## src/rtl/mesi_cache_ctrl.sv

```systemverilog
// Direct-mapped write-back L1 data cache controller with MESI snooping, one word per line.
// Optional hit/miss counters are built when MESI_CACHE_STATS_EN is defined.
module mesi_cache_ctrl #(
  parameter int TAG_W    = 14,
  parameter int INDEX_W  = 4,
  parameter int OFFSET_W = 2,
  parameter int ADDR_W   = TAG_W + INDEX_W + OFFSET_W
) (
  input  logic              clock,
  input  logic              reset,
  input  logic              READ,
  input  logic              WRITE,
  input  logic [ADDR_W-1:0] address,
  input  logic [31:0]       DataFromProc,
  output logic [31:0]       DataToProc,
  output logic              Ready,
  output logic              BusReq,
  output logic [1:0]        BusCmd,
  output logic [ADDR_W-1:0] BusAddr,
  output logic [31:0]       DataOut,
  input  logic [31:0]       DataIn,
  input  logic              BusAck,
  input  logic              Shared,
  input  logic              SnoopValid,
  input  logic [1:0]        SnoopCmd,
  input  logic [ADDR_W-1:0] SnoopAddr,
  output logic              SharedOut,
  output logic              Flush
`ifdef MESI_CACHE_STATS_EN
  ,
  output logic [15:0]       HitCount,
  output logic [15:0]       MissCount
`endif
);

  // state | meaning
  // IDLE  | waiting for a processor request
  // WB    | writing back a Modified victim
  // FILL  | fetching the line with BusRd / BusRdX
  // UPGR  | BusUpgr to gain ownership of a Shared line
  // RESP  | Ready pulse to the processor

  localparam int LINES = 1 << INDEX_W;

  localparam logic [1:0] MESI_I = 2'd0;
  localparam logic [1:0] MESI_S = 2'd1;
  localparam logic [1:0] MESI_E = 2'd2;
  localparam logic [1:0] MESI_M = 2'd3;

  localparam logic [1:0] CMD_RD   = 2'd0;
  localparam logic [1:0] CMD_RDX  = 2'd1;
  localparam logic [1:0] CMD_UPGR = 2'd2;
  localparam logic [1:0] CMD_WB   = 2'd3;

  typedef enum logic [2:0] {ST_IDLE, ST_WB, ST_FILL, ST_UPGR, ST_RESP} state_t;

  state_t            r_state;
  logic [1:0]        r_mesi [LINES];
  logic [TAG_W-1:0]  r_tag  [LINES];
  logic [31:0]       r_data [LINES];

  logic [31:0]       r_data_to_proc;
  logic              r_ready;
  logic              r_bus_req;
  logic [1:0]        r_bus_cmd;
  logic [ADDR_W-1:0] r_bus_addr;
  logic [31:0]       r_data_out;
  logic              r_op_wr;

  logic [TAG_W-1:0]   w_req_tag;
  logic [INDEX_W-1:0] w_req_idx;
  logic               w_req_valid;
  logic               w_req_wr;
  logic [1:0]         w_line_st;
  logic               w_hit;
  logic [ADDR_W-1:0]  w_line_addr;
  logic [ADDR_W-1:0]  w_victim_addr;

  logic [TAG_W-1:0]   w_snp_tag;
  logic [INDEX_W-1:0] w_snp_idx;
  logic [1:0]         w_snp_st;
  logic               w_snoop_hit;
  logic               w_snp_kill;
  logic               w_flush;
  logic               w_unused_bits;

  assign w_req_tag     = address[ADDR_W-1 -: TAG_W];
  assign w_req_idx     = address[OFFSET_W +: INDEX_W];
  assign w_req_valid   = READ | WRITE;
  assign w_req_wr      = WRITE & ~READ;
  assign w_line_st     = r_mesi[w_req_idx];
  assign w_hit         = (w_line_st != MESI_I) && (r_tag[w_req_idx] == w_req_tag);
  assign w_line_addr   = {w_req_tag, w_req_idx, {OFFSET_W{1'b0}}};
  assign w_victim_addr = {r_tag[w_req_idx], w_req_idx, {OFFSET_W{1'b0}}};

  assign w_snp_tag   = SnoopAddr[ADDR_W-1 -: TAG_W];
  assign w_snp_idx   = SnoopAddr[OFFSET_W +: INDEX_W];
  assign w_snp_st    = r_mesi[w_snp_idx];
  assign w_snoop_hit = SnoopValid && (w_snp_st != MESI_I) && (r_tag[w_snp_idx] == w_snp_tag);
  assign w_snp_kill  = w_snoop_hit && ((SnoopCmd == CMD_RDX) || (SnoopCmd == CMD_UPGR));
  assign w_flush     = w_snoop_hit && (w_snp_st == MESI_M) &&
                       ((SnoopCmd == CMD_RD) || (SnoopCmd == CMD_RDX));

  assign w_unused_bits = ^{address[OFFSET_W-1:0], SnoopAddr[OFFSET_W-1:0]};

  assign DataToProc = r_data_to_proc;
  assign Ready      = r_ready;
  assign BusReq     = r_bus_req;
  assign BusCmd     = r_bus_cmd;
  assign BusAddr    = r_bus_addr;
  assign SharedOut  = w_snoop_hit;
  assign Flush      = w_flush;
  // A flush borrows the data bus in the snoop cycle; otherwise show the writeback word.
  assign DataOut    = w_flush ? r_data[w_snp_idx] : r_data_out;

`ifdef MESI_CACHE_STATS_EN
  logic [15:0] r_hit_cnt;
  logic [15:0] r_miss_cnt;
  assign HitCount  = r_hit_cnt;
  assign MissCount = r_miss_cnt;
`endif

  always_ff @(posedge clock or negedge reset) begin
    if (!reset) begin
      r_state        <= ST_IDLE;
      r_data_to_proc <= '0;
      r_ready        <= 1'b0;
      r_bus_req      <= 1'b0;
      r_bus_cmd      <= CMD_RD;
      r_bus_addr     <= '0;
      r_data_out     <= '0;
      r_op_wr        <= 1'b0;
      for (int i = 0; i < LINES; i++) begin
        r_mesi[i] <= MESI_I;
        r_tag[i]  <= '0;
        r_data[i] <= '0;
      end
`ifdef MESI_CACHE_STATS_EN
      r_hit_cnt  <= '0;
      r_miss_cnt <= '0;
`endif
    end else begin
      case (r_state)
        ST_IDLE: begin
          // Hold off a request while a snoop is updating line state this cycle.
          if (w_req_valid && !w_snoop_hit) begin
            r_op_wr <= w_req_wr;
`ifdef MESI_CACHE_STATS_EN
            if (w_hit) begin
              if (r_hit_cnt != 16'hFFFF) r_hit_cnt <= r_hit_cnt + 16'd1;
            end else begin
              if (r_miss_cnt != 16'hFFFF) r_miss_cnt <= r_miss_cnt + 16'd1;
            end
`endif
            if (w_hit) begin
              if (!w_req_wr) begin
                r_data_to_proc <= r_data[w_req_idx];
                r_ready        <= 1'b1;
                r_state        <= ST_RESP;
              end else if (w_line_st == MESI_S) begin
                r_bus_req  <= 1'b1;
                r_bus_cmd  <= CMD_UPGR;
                r_bus_addr <= w_line_addr;
                r_state    <= ST_UPGR;
              end else begin
                r_data[w_req_idx] <= DataFromProc;
                r_mesi[w_req_idx] <= MESI_M;
                r_ready           <= 1'b1;
                r_state           <= ST_RESP;
              end
            end else if (w_line_st == MESI_M) begin
              r_bus_req  <= 1'b1;
              r_bus_cmd  <= CMD_WB;
              r_bus_addr <= w_victim_addr;
              r_data_out <= r_data[w_req_idx];
              r_state    <= ST_WB;
            end else begin
              r_bus_req  <= 1'b1;
              r_bus_cmd  <= w_req_wr ? CMD_RDX : CMD_RD;
              r_bus_addr <= w_line_addr;
              r_state    <= ST_FILL;
            end
          end
        end

        ST_WB: begin
          if (BusAck) begin
            r_bus_req         <= 1'b0;
            r_mesi[w_req_idx] <= MESI_I;
            r_state           <= ST_FILL;
          end
        end

        ST_FILL: begin
          if (!r_bus_req) begin
            r_bus_req  <= 1'b1;
            r_bus_cmd  <= r_op_wr ? CMD_RDX : CMD_RD;
            r_bus_addr <= w_line_addr;
          end else if (BusAck) begin
            r_bus_req        <= 1'b0;
            r_tag[w_req_idx] <= w_req_tag;
            if (r_op_wr) begin
              r_data[w_req_idx] <= DataFromProc;
              r_mesi[w_req_idx] <= MESI_M;
            end else begin
              r_data[w_req_idx] <= DataIn;
              r_mesi[w_req_idx] <= Shared ? MESI_S : MESI_E;
              r_data_to_proc    <= DataIn;
            end
            r_ready <= 1'b1;
            r_state <= ST_RESP;
          end
        end

        ST_UPGR: begin
          if (BusAck) begin
            r_bus_req         <= 1'b0;
            r_data[w_req_idx] <= DataFromProc;
            r_mesi[w_req_idx] <= MESI_M;
            r_ready           <= 1'b1;
            r_state           <= ST_RESP;
          end else if (w_snp_kill && (w_snp_idx == w_req_idx)) begin
            // Our Shared copy was just invalidated, so ownership now needs a full BusRdX.
            r_bus_cmd <= CMD_RDX;
            r_state   <= ST_FILL;
          end
        end

        ST_RESP: begin
          r_ready <= 1'b0;
          r_state <= ST_IDLE;
        end

        default: r_state <= ST_IDLE;
      endcase

      if (w_snoop_hit) begin
        case (SnoopCmd)
          CMD_RD:            r_mesi[w_snp_idx] <= MESI_S;
          CMD_RDX, CMD_UPGR: r_mesi[w_snp_idx] <= MESI_I;
          default: ;
        endcase
      end
    end
  end

endmodule

```

## config.mk

```make
export PLATFORM = sky130hd
export DESIGN_NAME = mesi_cache_ctrl
export DESIGN_NICKNAME = d
export VERILOG_FILES = /design/src/rtl/mesi_cache_ctrl.sv
export SDC_FILE = /design/constraint.sdc
export NUM_CORES = 2
export LEC_CHECK = 0
export BUFFER_PORTS_ARGS = -buffer_cell sky130_fd_sc_hd__buf_2
export CAP_MARGIN = 10
export CORE_MARGIN = 8
export CORE_UTILIZATION = 55
export DETAILED_ROUTE_END_ITERATION = 10
export GPL_ROUTABILITY_DRIVEN = 0
export PLACE_DENSITY = 0.72
export SYNTH_ARGS = -nofsm -noshare
export SYNTH_HDL_FRONTEND = slang
export SYNTH_SLANG_ARGS = --single-unit
export TNS_END_PERCENT = 20
```

## constraint.sdc

```tcl
create_clock -name clock -period 4 [get_ports clock]
set_clock_uncertainty 0.15 [all_clocks]
set_input_delay 0 -clock clock [delete_from_list [all_inputs] [get_ports clock]]
set_output_delay 0 -clock clock [all_outputs]
set_load 0.01 [all_outputs]
```

==> metrics.cfg <==
[placement]
place_ws_ps = -153
placed_area_um2 = 51500
dp_cells = 4821
io_buffers = 196
dpl.hpwl_um = 99200

[layout]
nets = 3990
multi_input_area_um2 = 24300
drive_gt1_share_pct = 38.7
fillers = 6188
finalNonFillerCells = 5096
postLayoutCellArea_um2 = 56200
post-route-util_pct = 65.2
seqCellArea_um2 = 21500
areaGrowthSynthToFinish_pct = 18.2

[route]
postRouteAntennaNets = 0
vias = 36800
first_pass_iters = 8
route.detailed.drc = 0
via_per_inst = 7.21
wl_per_cell_um = 31.7
wl_um = 162000
drtIter0Drc = 4370

[synthesis]
synth_seq_cells = 858
async_flop_share_pct = 100
synth_ff_type = dfrtp_1
yosysWarnings = 0
yosysMostFrequentCell = dfrtp_1
synthesis.area_um2 = 47600
yosysSeqAreaShare_pct = 45.1
avgSynthCellArea_um2 = 13.5
synth_common_cells = 858 x dfrtp_1, 406 x mux4_2, 392 x o22a_1
synthTopCellsByArea = dfrtp_1 45%, mux4_2 19%, mux2_2 8.2%
yosys.cell_types.count = 74
yosys.area.top_type = dfrtp_1
synth_top_area_share_pct = 45.1
synthCells = 3532
synth_edf_count = 0

[timing]
setup_tns_ps = -12800
period_share_pct = 110
tightest_slew_ps = 1070
setup_ws_ps = -394
max_freq_ghz = 0.228
final_hold_viol_count = 0
maxSlewViolCount = 0
min_period_ps = 4390
setup_violations = 96
rsz0062_at_grt = yes
slew_headroom_pct = 28.9

[worst_setup_path]
crit_slowest_cell = mux4_2
arrival_ps = 4240
cp-start-kind = register
required_ps = 3850
crit_path_frequent_cell = buf_6
path_cells = mux4_2 -> mux2i_1 -> xor2_1 -> nand4_1 -> a221oi_2 -> nand4_1 -> or2_4 -> buf_6 -> nor4_4 -> buf_6 -> buf_12 -> mux2_4 -> buf_6
worst_path_largest_cell_delay_ps = 470
criticalPathCategory = register to output port
path_max_fanout = 8
end_kind = output port

[flow_run]
drv_cap = 0

[status]
status = complete, but fails checks
violations = negative setup slack

[grt]
track_usage_pct = 33.4
grt_pass1_wl_um = 243000
grtUsageMet1_pct = 43.3
overflow = 0
use_met2_pct = 52.0
use_met3_pct = 7.69
grt_max_degree = 107
grt_antenna_before_repair = 2
grt_pass1_vias = 38300
top_usage_layer = met2

[pwr]
switchingPower_mw = 13.4
seq_power_share_pct = 39.0
p_leak_nw = 24.3
clockPowerShare_pct = 22.1
comb_power_share_pct = 38.9
vdd.ir_drop.worst_mv = 0.452
switching_share_pct = 33.5
intPower_mw = 26.5
power_density_nw_per_um2 = 710

[clocking]
cts-root-buf = clkbuf_16
clk_pin_slew_worst_paths_ps = 60
clk_latency_ps = 670
cts_buffers = 93
cts_num_sinks = 858
htreeDepth = 3
cts_max_path_buffers = 3
cts_tree = yes

[min_path]
hold_path.class = input port to async pin

[floorplanning]
die_area_um2 = 96100
coreArea_um2 = 86200
die_x_um = 310
dieHeight_um = 310
num_rows = 108
start_util_pct = 55.2
io_pins = 203

-- cells by family after synthesis --
group / count (synthesis) / synth area share [%]
simple gates: 488 / 4.59
other cells: 1 / 0.00789
flops: 858 / 45.1
mux: 907 / 30.8
compound gates: 827 / 13.9
xor+xnor: 44 / 0.810
buf+inv: 404 / 4.64
fa+ha+maj: 3 / 0.0789
-- final timing paths --
| check | startpoint | endpoint | slack, ps | cells after the start |
|---|---|---|---|---|
| worst min-delay path | reset | r_mesi[14] | 30 | 3 |
| max in group asynchronous | reset | r_data[409] | 3130 | 3 |
| worst max register to register | r_mesi[28] | r_data[42] | -30 | 10 |
| worst max-delay path | r_tag[108] | DataOut[13] | -390 | 13 |
| min in group clock | SnoopAddr[2] | r_mesi[31] | 30 | 5 |
| worst min register to register | BusAddr[11] | BusAddr[11] | 330 | 1 |
-- layout by cell type, fill, tap and decap left out, drive strengths merged, types with 13 or more instances in the layout --
cell,n
a21oi,59
a22o,135
a22oi,29
a31oi,18
buf,535
clkbuf,131
clkinv,20
dfrtp,858
dlygate4sd3,95
inv,19
mux2,363
mux2i,138
mux4,406
nand2,239
nand3,19
nor2,117
nor2b,13
nor3,27
nor4,16
o211ai,14
o21ai,68
o221ai,21
o22a,392
o22ai,15
o31ai,13
or3,20
xnor2,22
xor2,22
-- what timing repair did --
item,in CTS,in global routing
endpoints found under the setup margin,164,638
gates cloned,3,3
endpoints found under the hold margin,1050,0
buffers inserted,6,6
gates resized for setup,83,22
pin swaps,6,10
hold buffers,96,0
-- final cells by class --
class | count | area share (%)
timing repair buffer | 633 | 10.3
multi-input combinational | 2272 | 43.3
clock inverter | 32 | 0.737
sequential | 858 | 38.2
inverter | 16 | 0.107
tap | 1155 | 2.57
antenna | 2 | 0.00891
clock buffer | 128 | 4.77
-- state kept, by name (all words and copies together) (netlist names) --
name,count
r_tag,224
r_state,3
BusAddr,18
r_op_wr,1
BusReq,1
Ready,1
r_data,512
r_data_out,32
BusCmd,2
DataToProc,32
r_mesi,32
-- stage by stage --
stage	power, mW	hold WS [ps]
after floorplan	25.1	-446
after global placement	29.5	25.9
after detailed placement	30.2	27.8
after CTS	39.5	1.99
after global routing	41.6	28.9
final	39.9	28.1
-- worst max-delay path: cells and delay by family (launching register included) --
kind / cells / cell delay (ps)
AOI/OAI and AO/OA: 1 / 360
DFF: 1 / 390
muxes: 3 / 970
xor gates and xnor gates: 1 / 300
and+or+nand+nor: 4 / 920
buffers and inverters: 4 / 660
-- routing by layer --
metal  share of wire [%]  up-vias
met3                  11      670
met4                 6.7        0
met1                  36    19000
met5                   0        -
met2                  46     2565
li1                    -    14500
-- power by group through the flow --
stage                     clock network [mW]  logic, mW  registers (mW)
after floorplan                            0       10.4            14.7
after global placement                     0       14.3            15.2
after detailed placement                   0       14.7            15.5
after CTS                               8.88       15.2            15.4
after global routing                    9.25       16.4            16.0
final                                   8.83       15.5            15.6
No activity file was read; power rests on OpenSTA's default activity.
